<file path="src/rtl/rx_udp_channel_demux.sv">
// Ethernet RX parser: filters on dest MAC, decodes IPv4/UDP, strips 42 header bytes and steers
// payload to one of NUM_CH channels by UDP dest port; also captures ARP requests for LOCAL_IP.
module rx_udp_channel_demux #(
   parameter logic [47:0]          LOCAL_MAC  = 48'h000A35000001,
   parameter logic [31:0]          LOCAL_IP   = 32'hC0A80102,
   parameter int unsigned          NUM_CH     = 4,
   parameter logic [NUM_CH*16-1:0] PORT_TABLE = {16'd5003, 16'd5002, 16'd5001, 16'd5000},
   parameter int unsigned          CNT_W      = 16
) (
   input  logic              clk,
   input  logic              reset,
   input  logic [7:0]        rx_data,
   input  logic              rx_sof,
   input  logic              rx_eof,
   input  logic              rx_src_rdy,
   input  logic              mac_error,
   output logic              sof,
   output logic              eof,
   output logic              rx_valid,
   output logic [7:0]        data_rx,
   output logic [15:0]       length_rx,
   output logic [NUM_CH-1:0] ch_hit,
   output logic              busy,
   output logic              rx_error,
   output logic              arp,
   output logic [47:0]       arp_mac,
   output logic [31:0]       arp_ip,
   output logic [CNT_W-1:0]  drop_count
);

   typedef enum logic [2:0] {
      StIdle, StEthHdr, StIpHdr, StUdpHdr, StPayload, StArpBody, StDiscard
   } state_e;

   state_e              state_q, state_d;
   logic [15:0]         b_q, b_d;
   logic [7:0]          prev_q, prev_d;
   logic                mac_loc_q, mac_loc_d;
   logic                mac_bc_q, mac_bc_d;
   logic [15:0]         len_q, len_d;
   logic [15:0]         pay_cnt_q, pay_cnt_d;
   logic [NUM_CH-1:0]   ch_sel_q, ch_sel_d;
   logic                arp_ok_q, arp_ok_d;
   logic [47:0]         mac_sh_q, mac_sh_d;
   logic [31:0]         ip_sh_q, ip_sh_d;
   logic                sof_q, sof_d;
   logic                eof_q, eof_d;
   logic                valid_q, valid_d;
   logic [7:0]          data_q, data_d;
   logic [15:0]         length_q, length_d;
   logic [NUM_CH-1:0]   ch_hit_q, ch_hit_d;
   logic                rx_error_q, rx_error_d;
   logic                arp_q, arp_d;
   logic [47:0]         arp_mac_q, arp_mac_d;
   logic [31:0]         arp_ip_q, arp_ip_d;
   logic [CNT_W-1:0]    drop_q, drop_d;

   logic                acc, sof_in, eof_in;
   logic [15:0]         word;
   logic [1:0]          ip_k;
   logic                loc_now, bc_now;
   logic [NUM_CH-1:0]   ch_match;
   logic                miss, done, err, start_pay, last;
   logic [1:0]          drop_inc;
   logic [CNT_W:0]      drop_sum;

   function automatic logic [7:0] mac_byte(input logic [2:0] k);
      case (k)
         3'd0:    mac_byte = LOCAL_MAC[47:40];
         3'd1:    mac_byte = LOCAL_MAC[39:32];
         3'd2:    mac_byte = LOCAL_MAC[31:24];
         3'd3:    mac_byte = LOCAL_MAC[23:16];
         3'd4:    mac_byte = LOCAL_MAC[15:8];
         default: mac_byte = LOCAL_MAC[7:0];
      endcase
   endfunction

   function automatic logic [7:0] ip_byte(input logic [1:0] k);
      case (k)
         2'd0:    ip_byte = LOCAL_IP[31:24];
         2'd1:    ip_byte = LOCAL_IP[23:16];
         2'd2:    ip_byte = LOCAL_IP[15:8];
         default: ip_byte = LOCAL_IP[7:0];
      endcase
   endfunction

   always_comb begin
      acc     = ~rx_src_rdy;
      sof_in  = acc & ~rx_sof;
      eof_in  = acc & ~rx_eof;
      word    = {prev_q, rx_data};
      // IP compare windows start at b30 and b38; both map to k = 0 with this offset
      ip_k    = b_q[1:0] + 2'd2;
      loc_now = mac_loc_q & (rx_data == mac_byte(b_q[2:0]));
      bc_now  = mac_bc_q & (rx_data == 8'hFF);
      ch_match = '0;
      for (int i = int'(NUM_CH) - 1; i >= 0; i--) begin
         if (PORT_TABLE[16*i +: 16] == word) begin
            ch_match    = '0;
            ch_match[i] = 1'b1;
         end
      end
   end

   always_comb begin
      state_d    = state_q;
      b_d        = b_q;
      prev_d     = prev_q;
      mac_loc_d  = mac_loc_q;
      mac_bc_d   = mac_bc_q;
      len_d      = len_q;
      pay_cnt_d  = pay_cnt_q;
      ch_sel_d   = ch_sel_q;
      arp_ok_d   = arp_ok_q;
      mac_sh_d   = mac_sh_q;
      ip_sh_d    = ip_sh_q;
      sof_d      = 1'b0;
      eof_d      = 1'b0;
      valid_d    = 1'b0;
      data_d     = data_q;
      length_d   = length_q;
      ch_hit_d   = ch_hit_q;
      rx_error_d = 1'b0;
      arp_d      = 1'b0;
      arp_mac_d  = arp_mac_q;
      arp_ip_d   = arp_ip_q;
      miss       = 1'b0;
      done       = 1'b0;
      err        = 1'b0;
      start_pay  = 1'b0;
      last       = 1'b0;
      drop_inc   = 2'd0;

      // Channel and length stay visible through the eof cycle, then clear
      if (eof_q) begin
         ch_hit_d = '0;
         length_d = '0;
      end

      if (acc) begin
         prev_d = rx_data;
         if (sof_in) begin
            if (state_q != StIdle) begin
               err      = 1'b1;
               drop_inc = drop_inc + 2'd1;
            end
            if (eof_in) begin
               state_d  = StIdle;
               b_d      = 16'd0;
               drop_inc = drop_inc + 2'd1;
            end else if (mac_error) begin
               err      = 1'b1;
               drop_inc = drop_inc + 2'd1;
               state_d  = StDiscard;
            end else begin
               state_d   = StEthHdr;
               b_d       = 16'd1;
               mac_loc_d = (rx_data == LOCAL_MAC[47:40]);
               mac_bc_d  = (rx_data == 8'hFF);
            end
         end else if (state_q == StDiscard) begin
            if (eof_in) state_d = StIdle;
         end else if (state_q != StIdle) begin
            if (mac_error) begin
               err      = 1'b1;
               drop_inc = 2'd1;
               state_d  = eof_in ? StIdle : StDiscard;
            end else if (state_q == StPayload) begin
               last = (pay_cnt_q + 16'd1 == length_q);
               if (eof_in && !last) begin
                  err      = 1'b1;
                  drop_inc = 2'd1;
                  state_d  = StIdle;
               end else begin
                  valid_d   = 1'b1;
                  data_d    = rx_data;
                  sof_d     = (pay_cnt_q == 16'd0);
                  eof_d     = last;
                  pay_cnt_d = pay_cnt_q + 16'd1;
                  if (last) state_d = eof_in ? StIdle : StDiscard;
               end
            end else begin
               b_d = b_q + 16'd1;
               unique case (state_q)
                  StEthHdr: begin
                     if (b_q <= 16'd5) begin
                        mac_loc_d = loc_now;
                        mac_bc_d  = bc_now;
                        if (b_q == 16'd5 && !(loc_now || bc_now)) miss = 1'b1;
                     end
                     if (b_q == 16'd13) begin
                        if (word == 16'h0800) begin
                           state_d = StIpHdr;
                        end else if (word == 16'h0806) begin
                           state_d  = StArpBody;
                           arp_ok_d = 1'b1;
                        end else begin
                           miss = 1'b1;
                        end
                     end
                  end
                  StIpHdr: begin
                     if (b_q == 16'd14 && rx_data != 8'h45) miss = 1'b1;
                     if (b_q == 16'd23 && rx_data != 8'h11) miss = 1'b1;
                     if (b_q >= 16'd30 && rx_data != ip_byte(ip_k)) miss = 1'b1;
                     if (b_q == 16'd33) state_d = StUdpHdr;
                  end
                  StUdpHdr: begin
                     if (b_q == 16'd37) begin
                        ch_sel_d = ch_match;
                        if (ch_match == '0) miss = 1'b1;
                     end
                     if (b_q == 16'd39) begin
                        len_d = word;
                        if (word < 16'd8) miss = 1'b1;
                     end
                     if (b_q == 16'd41) begin
                        if (len_q == 16'd8) done = 1'b1;
                        else start_pay = 1'b1;
                     end
                  end
                  StArpBody: begin
                     if (b_q == 16'd21 && word != 16'h0001) arp_ok_d = 1'b0;
                     if (b_q >= 16'd22 && b_q <= 16'd27) mac_sh_d = {mac_sh_q[39:0], rx_data};
                     if (b_q >= 16'd28 && b_q <= 16'd31) ip_sh_d = {ip_sh_q[23:0], rx_data};
                     if (b_q >= 16'd38 && rx_data != ip_byte(ip_k)) arp_ok_d = 1'b0;
                     if (b_q == 16'd41) done = 1'b1;
                  end
                  default: ;
               endcase

               if (eof_in && !done) begin
                  err      = 1'b1;
                  drop_inc = 2'd1;
                  state_d  = StIdle;
               end else if (miss) begin
                  drop_inc = 2'd1;
                  state_d  = eof_in ? StIdle : StDiscard;
               end else if (done) begin
                  // Trailing bytes after a complete zero-length UDP or ARP body are padding
                  state_d = eof_in ? StIdle : StDiscard;
                  if (state_q == StArpBody) begin
                     if (arp_ok_d) begin
                        arp_d     = 1'b1;
                        arp_mac_d = mac_sh_q;
                        arp_ip_d  = ip_sh_q;
                     end else begin
                        drop_inc = 2'd1;
                     end
                  end
               end else if (start_pay) begin
                  state_d   = StPayload;
                  pay_cnt_d = 16'd0;
                  length_d  = len_q - 16'd8;
                  ch_hit_d  = ch_sel_q;
               end
            end
         end
      end

      if (err) begin
         rx_error_d = 1'b1;
         if (state_q == StPayload) eof_d = 1'b1;
      end

      drop_sum = {1'b0, drop_q} + {{(CNT_W-1){1'b0}}, drop_inc};
      drop_d   = drop_sum[CNT_W] ? {CNT_W{1'b1}} : drop_sum[CNT_W-1:0];
   end

   always_ff @(posedge clk or posedge reset) begin
      if (reset) begin
         state_q    <= StIdle;
         b_q        <= '0;
         prev_q     <= '0;
         mac_loc_q  <= 1'b0;
         mac_bc_q   <= 1'b0;
         len_q      <= '0;
         pay_cnt_q  <= '0;
         ch_sel_q   <= '0;
         arp_ok_q   <= 1'b0;
         mac_sh_q   <= '0;
         ip_sh_q    <= '0;
         sof_q      <= 1'b0;
         eof_q      <= 1'b0;
         valid_q    <= 1'b0;
         data_q     <= '0;
         length_q   <= '0;
         ch_hit_q   <= '0;
         rx_error_q <= 1'b0;
         arp_q      <= 1'b0;
         arp_mac_q  <= '0;
         arp_ip_q   <= '0;
         drop_q     <= '0;
      end else begin
         state_q    <= state_d;
         b_q        <= b_d;
         prev_q     <= prev_d;
         mac_loc_q  <= mac_loc_d;
         mac_bc_q   <= mac_bc_d;
         len_q      <= len_d;
         pay_cnt_q  <= pay_cnt_d;
         ch_sel_q   <= ch_sel_d;
         arp_ok_q   <= arp_ok_d;
         mac_sh_q   <= mac_sh_d;
         ip_sh_q    <= ip_sh_d;
         sof_q      <= sof_d;
         eof_q      <= eof_d;
         valid_q    <= valid_d;
         data_q     <= data_d;
         length_q   <= length_d;
         ch_hit_q   <= ch_hit_d;
         rx_error_q <= rx_error_d;
         arp_q      <= arp_d;
         arp_mac_q  <= arp_mac_d;
         arp_ip_q   <= arp_ip_d;
         drop_q     <= drop_d;
      end
   end

   assign sof        = sof_q;
   assign eof        = eof_q;
   assign rx_valid   = valid_q;
   assign data_rx    = data_q;
   assign length_rx  = length_q;
   assign ch_hit     = ch_hit_q;
   assign busy       = (state_q != StIdle);
   assign rx_error   = rx_error_q;
   assign arp        = arp_q;
   assign arp_mac    = arp_mac_q;
   assign arp_ip     = arp_ip_q;
   assign drop_count = drop_q;

endmodule

</file>
<file path="config.mk">
export PLATFORM = sky130hd
export DESIGN_NAME = rx_udp_channel_demux
export DESIGN_NICKNAME = d
export VERILOG_FILES = /design/src/rtl/rx_udp_channel_demux.sv
export SDC_FILE = /design/constraint.sdc
export NUM_CORES = 1
export LEC_CHECK = 0
export CAP_MARGIN = 20
export CORE_MARGIN = 5
export CORE_UTILIZATION = 55
export CTS_CLUSTER_SIZE = 28
export DETAILED_ROUTE_END_ITERATION = 10
export PLACE_DENSITY = 0.78
export SYNTH_ARGS = -nofsm -noshare
export SYNTH_HDL_FRONTEND = slang
export SYNTH_SLANG_ARGS = --single-unit
</file>
<file path="constraint.sdc">
create_clock -name clk -period 10.8 [get_ports clk]
set_input_delay 1.62 -clock clk [delete_from_list [all_inputs] [get_ports clk]]
set_output_delay 1.62 -clock clk [all_outputs]
set_load 0.01 [all_outputs]
</file>
==> summary.txt, run 1 <==
Placement
  • DP HPWL: 19.4 mm
  • Placed Cells: 1,495
  • Dpl cell area: approximately 14,000 um2
  • Worst slack, placed: 4.79 ns
  • I/O Buffers: between 100 and 150
  • Placer congestion estimate: just under 0.9

CTS
  • Post-cts resize count: 0
  • Clock buffer depth: 3
  • Worst-path clk slew: 0.05 ns
  • Setup Fix Bufs, Post-CTS: 0
  • CTS tree: yes
  • Hold Buf Count CTS: 0
  • H-tree depth: 1
  • Sink Count: 275
  • Clock latency on the worst-skew pair: 0.55 ns
  • Root Buffer: clkbuf_16
  • CTS Buf Count: 29

Power
  • P_int: 1.80 mW
  • Lkg Pwr: roughly 7 nW
  • Net Sw Frac: 27.6%
  • Sequential power share: 46.7%
  • PwrDens: between 150 and 200 nW/um2
  • Switching pwr: 688 uW
  • Clock share of power: 37.2%
  • Gate power share: 16.1%
  • Maximum VDD drop: about 0.11 mV

Hold path
  • Hold endpoint: ch_sel_q[3]
  • Min-Delay Path Class: flip-flop to flip-flop
  • HP Start: ch_sel_q[3]
  • Worst hold path cell count: 2

Floorplanning
  • # rows: 55
  • Die area: between 20,000 and 30,000 um2
  • Chip Height: about 160 um
  • Chip width: 163 um
  • Placeable Area: roughly 23,000 um2
  • Initial cell density of the core: 56.3%
  • I/O pin count: 144

STA
  • RSZ-0062 raised after global routing: no
  • Crit path time final: 5.50 ns
  • Final Hold Vio Count: 0
  • Final setup margin: 5.30 ns
  • Hold slack final: 0.482 ns
  • Fmax: 182 MHz
  • Worst relative slew slack: 30.3%
  • Pins over their slew limit: 0
  • Setup TNS: 0 ns
  • Final setup violation count: 0
  • Clock Skews: 0.00860 ns
  • Fin crit share: about half
  • Worst Tran Pin Value: 1.04 ns

Synth
  • Register area share after synthesis: between 50% and 60%
  • Yosys cell types: 63
  • Avg Cell Area, Syn: about 12 um2
  • Top cells by area, synth: dfrtp_1 54%, mux2_2 17%, xnor2_1 2.7%, nand2_1 2.5%, nor2_1 2.1%
  • Cell count after synthesis: approximately 1,100
  • Share of the synthesized area in the top cell type: 53.7%
  • Number of flops mapped to enable cells by yosys: 0
  • Number of synthesized register bits: between 200 and 300
  • Area of the mapped netlist: 12,800 um2
  • FFs w/ async S/R, synth: between 90% and 100%
  • Synth area leader: dfrtp_1
  • Synth Net Count: around 1,100
  • Yosys Warn Count: 0
  • Top FF cell, synth: dfrtp_1

Route
  • Total number of vias: 9,035
  • DR pass1 iterations: 6
  • Iteration-0 DRC Markers: 870
  • # DRC: 0
  • Drt wl/cell: 18.7 um
  • Vias/cell: 5.85
  • DRT antenna net count: 0
  • DRT Wirelength: 28.9 mm

Run
  • Max Cap Viol: 0

Setup path
  • CP required: ~11 ns
  • CP endpoint kind: flip-flop
  • CP Class: input pin to flip-flop
  • Crit Path Max Fanout: 13
  • R2R Path Start: b_q[1]
  • Worst setup SP type: input pin
  • Worst Reg2Reg Path Length in Cells: 19
  • Crit Reg-Reg Endpoint: drop_count[8]
  • Crit path DAT: approximately 6 ns
  • Setup slack, reg-to-reg: 6.07 ns

Final layout
  • Footprint of the multi-input gates: about 5600 um2
  • Fill count: ~1,700
  • Commonest non-fill, non-tap cell in the layout: dfrtp_1
  • Register Area: 6880 um2
  • Design area: 15,400 um2
  • Area grow syn2layout: 19.8%
  • Total Nets Final: 1,243
  • Commonest non-fill, non-tap cells in the layout: 275 x dfrtp_1, 191 x mux2_2, 143 x clkdlybuf4s50_1
  • Fin cells: 1,544
  • ANT cells: 0
  • Layout cells sized above 1: 20.9%

GRT
  • Vias in the first global route: about 9,100
  • GRT Residual Overflow: 0
  • Global-route wire length before repair: 48.3 mm
  • Initial antenna violation count: 0
  • Largest net degree at the start of global routing: 108
  • Gr usage total: 22.0%

Outcome
  • Status: completed
[state kept, by name, summed over array words and instances, names as in the netlist, 3 cells and up]
name,count
arp_ip,32
arp_mac,48
b_q,16
ch_hit,4
ch_sel_q,4
data_rx,8
drop_count,16
ip_sh_q,32
len_q,16
length_rx,16
mac_sh_q,48
pay_cnt_q,16
prev_q,8
state_q,3
[cell usage after synthesis (all sizes together) (3+ instances only)]
cell and n:
a211o 4, a211oi 6, a21oi 18, a221o 10
a22o 4, a41o 3, and2 4, and3 13
and4 9, buf 27, clkbuf 39, dfrtp 275
ha 13, inv 22, mux2 191, mux2i 3
nand2 85, nand2b 6, nand3 34, nand3b 22
nand4 23, nor2 72, nor2b 7, nor3 30
nor3b 7, nor4 16, o2111ai 4, o21ai 38
o41ai 5, or2 4, or3 8, xnor2 40
xor2 24
[worst max-delay path: stages]
cell,delay (ns)
clkdlybuf4s50_1,0.89
nor3_1,0.23
and4_1,0.26
a21oi_1,0.22
a31oi_1,0.14
a21oi_1,0.24
o31ai_1,0.10
o21ai_0,0.20
ha_1,0.20
inv_1,0.06
fa_1,0.40
nor2_1,0.18
and3_1,0.23
nand3_1,0.11
nor2_1,0.22
nand3_1,0.15
or2_2,0.43
nand2_1,0.10
[cell families (layout without fill, tap and decap cells)]
family | after synthesis | in the layout | synth area share, %
AND/OR/NAND/NOR | 349 | 349 | 14.2
flip-flops | 275 | 275 | 53.7
multiplexers | 194 | 194 | 17.0
AO/OA/AOI/OAI | 116 | 116 | 6.52
buffers and inverters | 88 | 219 | 2.83
XOR/XNOR | 64 | 64 | 4.37
adder cells (fa/ha/maj) | 14 | 14 | 1.42
[cell type report]
| class | count | share of cell area (%) |
|---|---|---|
| repair buffers | 150 | 9.87 |
| clock inverters | 4 | 0.228 |
| flip-flops and latches | 275 | 44.8 |
| well taps | 313 | 2.55 |
| inverters | 22 | 0.586 |
| multi-input cells | 737 | 36.5 |
| clock buffers | 43 | 5.52 |
[metal layers]
metal / routed length, um / global-route usage [%]
met2: 14200 / 36.3
met4: 612 / 5.64
met1: 12700 / 30.9
met3: 1380 / 3.04
met5: 0 / 0
[metrics by stage]
step	utilization, %	power [mW]
detailed placement	63.4	1.57
CTS	67.3	2.51
finish	67.5	2.49
global route	67.5	2.60
floorplan	-	1.42
global placement	63.4	1.57
[worst max-delay path by stage]
stage / startpoint / endpoint / slack (ns) / cells after the start
global route: rx_data[3] / drop_count[1] / 5.00 / 18
CTS: rx_data[3] / drop_count[0] / 5.37 / 18
floorplan: reset / arp / 1.60 / 1
detailed placement: rx_data[3] / drop_count[0] / 4.79 / 18
global placement: rx_data[3] / arp_mac[16] / 4.86 / 9
finish: rx_data[3] / drop_count[8] / 5.30 / 18
[power groups by stage]
stage | Sequential [mW] | Combinational (mW) | Clock, mW
CTS | 1.16 | 0.402 | 0.950
floorplan | 1.15 | 0.270 | 0
detailed placement | 1.18 | 0.398 | 0
global route | 1.17 | 0.441 | 0.994
finish | 1.16 | 0.401 | 0.927
global placement | 1.18 | 0.393 | 0
Note: power is estimated with default switching activity, not from simulation.
==> run 2: changes to the inputs <==
Clock period 10.8 ns to 5.2 ns, I/O delays scaled along.
==> summary.txt, run 2 (synthesis gave the netlist of run 1 again) <==
Outcome
  • Status: completed

Route
  • Vias/cell: 5.79 (-1.1%)
  • DRT Wirelength: 29.4 mm (+1.5%)
  • Drt wl/cell: 18.8 um (+0.44%)
  • Iteration-0 DRC Markers: 712 (-18%)
  • DRT antenna net count: 0 (unchanged)
  • Total number of vias: 9,027 (-0.089%)
  • # DRC: 0 (unchanged)
  • DR pass1 iterations: 5 (-1)

Hold path
  • Min-Delay Path Class: flip-flop to flip-flop
  • HP Start: ch_hit[0]
  • Worst hold path cell count: 2 (unchanged)
  • Hold endpoint: ch_hit[0]

CTS
  • Worst-path clk slew: 0.06 ns (about the same)
  • CTS Buf Count: 28 (-3.4%)
  • Clock buffer depth: 3 (unchanged)
  • Clock latency on the worst-skew pair: 0.55 ns (about the same)
  • Root Buffer: clkbuf_16
  • H-tree depth: 1 (unchanged)
  • Sink Count: 275 (unchanged)
  • CTS tree: yes
  • Setup Fix Bufs, Post-CTS: 0 (unchanged)

GRT
  • Global-route wire length before repair: 48.4 mm (about the same)
  • Gr usage total: 22.0% (+0.071 points)
  • Initial antenna violation count: 0 (unchanged)
  • Vias in the first global route: 8,981 (-1.1%)
  • GRT Residual Overflow: 0 (unchanged)
  • Largest net degree at the start of global routing: 112 (+3.7%)

Setup path
  • CP endpoint kind: flip-flop
  • Setup slack, reg-to-reg: 0.55 ns (-5.52 ns)
  • Worst setup SP type: flip-flop
  • CP peak stage delay: 0.46 ns (-0.43 ns)
  • Worst Reg2Reg Path Length in Cells: 19 (unchanged)
  • R2R Path Start: pay_cnt_q[0]
  • Crit path DAT: 5.15 ns (-0.83 ns)
  • Critical Path Slowest Stage Cell: dfrtp_1
  • Crit Reg-Reg Endpoint: drop_count[0]
  • CP required: 5.69 ns (-5.59 ns)
  • Crit Path Max Fanout: 13 (unchanged)
  • CP Class: flip-flop to flip-flop
  • Critical path cell sequence: ha_1 > and4_1 > nand2_1 > and4b_1 > o32ai_1 > nor4_4 > nor2_1 > nor2_1 > o21ai_0 > ha_1 > inv_1 > fa_1 > nor2_1 > and3_1 > nand3_1 > nor2_1 > nand3_1 > or2_2 > nand2b_1
  • Crit-path most repeated cell: nor2_1

STA
  • RSZ-0062 raised after global routing: no
  • Fmax: roughly 210 MHz
  • Hold slack final: 0.498 ns (+0.0163 ns)
  • Setup TNS: 0 ns (unchanged)
  • Final setup violation count: 0 (unchanged)
  • Clock Skews: 0.00918 ns (+0.000576 ns)
  • Worst relative slew slack: 34.2% (+3.9 points)
  • Pins over their slew limit: 0 (unchanged)
  • Worst Tran Pin Value: 0.980 ns (-0.0574 ns)
  • Fin crit share: 89.5%
  • Crit path time final: 4.65 ns
  • Final Hold Vio Count: 0 (unchanged)

Placement
  • I/O Buffers: 143 (unchanged)
  • DP HPWL: 20.1 mm (+3.4%)
  • Placer congestion estimate: 0.881 (about the same)

Floorplanning
  • I/O pin count: 144 (unchanged)
  • # rows: 55 (unchanged)
  • Initial cell density of the core: 56.3% (unchanged)
  • Placeable Area: 22,800 um2 (unchanged)
  • Die area: 26,500 um2 (unchanged)
  • Chip width: 163 um (unchanged)
  • Chip Height: 163 um (unchanged)

Power
  • Lkg Pwr: 7.09 nW (+0.95%)
  • PwrDens: 339 nW/um2 (+110%)
  • Maximum VDD drop: 0.214 mV (+86%)

Final layout
  • Area grow syn2layout: 21.0%
  • Commonest non-fill, non-tap cells in the layout: 275 x dfrtp_1, 191 x mux2_2, 143 x clkdlybuf4s50_1
  • Total Nets Final: 1,255 (+0.97%)
  • Commonest non-fill, non-tap cell in the layout: dfrtp_1
  • ANT cells: 0 (unchanged)
  • Layout cells sized above 1: 21.8% (+0.94 points)

Run
  • Max Cap Viol: 0 (unchanged)
-- run 2: cell types whose count changed in the layout (fill, tap and decap cells not counted), sizes merged --
cell and change:
buf +13, bufinv +2, clkbuf -1, clkinv +2, clkinvlp +2, inv -2
-- run 2: worst max path at each step --
stage / from / end / cells after the start
detailed placement: rx_data[3] / drop_count[0] / 19
CTS: b_q[1] / drop_count[0] / 19
global placement: rx_data[3] / drop_count[0] / 18
floorplan: reset / arp / 1
finish: pay_cnt_q[0] / drop_count[0] / 19
global route: pay_cnt_q[0] / drop_count[0] / 19
-- run 2: area by class of cell --
class	instances	area (um2)
fill	1699	7260
clock buffer	42	803
inverter	22	86.3
multi-input combinational	737	5610
sequential	275	6880
timing repair buffer	163	1620
tap	313	392
clock inverter	8	125
-- run 2: critical path: cells and delay by family (launching register included) --
kind,cells,cell delay (ns)
flip-flops,1,0.46
adder cells (fa/ha/maj),3,0.93
buffers and inverters,1,0.05
AND/OR/NAND/NOR,13,2.53
AO/OA/AOI/OAI,2,0.61
-- run 2: repair_timing --
item                                    4_1_cts  5_1_grt
resized for setup                             0        1
endpoints found under the setup margin        0       10
hold buffers                                  0        0
-- run 2: stage by stage --
step                util (%)  area (um2)  power [mW]  setup slack, ns  cells
CTS                     68.1       15500        5.30            0.553   1560
finish                  68.1       15500        5.26            0.545   1560
global placement        64.0       14600        3.28            0.330   1510
global route            68.1       15500        5.50           0.0917   1560
floorplan                  -       12800        2.95            0.783   1100
detailed placement      64.0       14600        3.28            0.269   1510
-- run 2: layer usage --
metal	wire length [um]	global-route usage, %	up-vias	share of wire (%)
met5	0	0	-	0
met4	493	4.84	0	1.7
met3	1520	3.14	44	5.2
met2	14200	35.8	250	49
met1	13100	31.8	4543	45
li1	-	-	4190	-
-- run 2: power breakdown --
part | internal (mW) | switching [mW]
logic | 0.395 | 0.451
clock network | 1.17 | 0.834
registers | 2.24 | 0.163
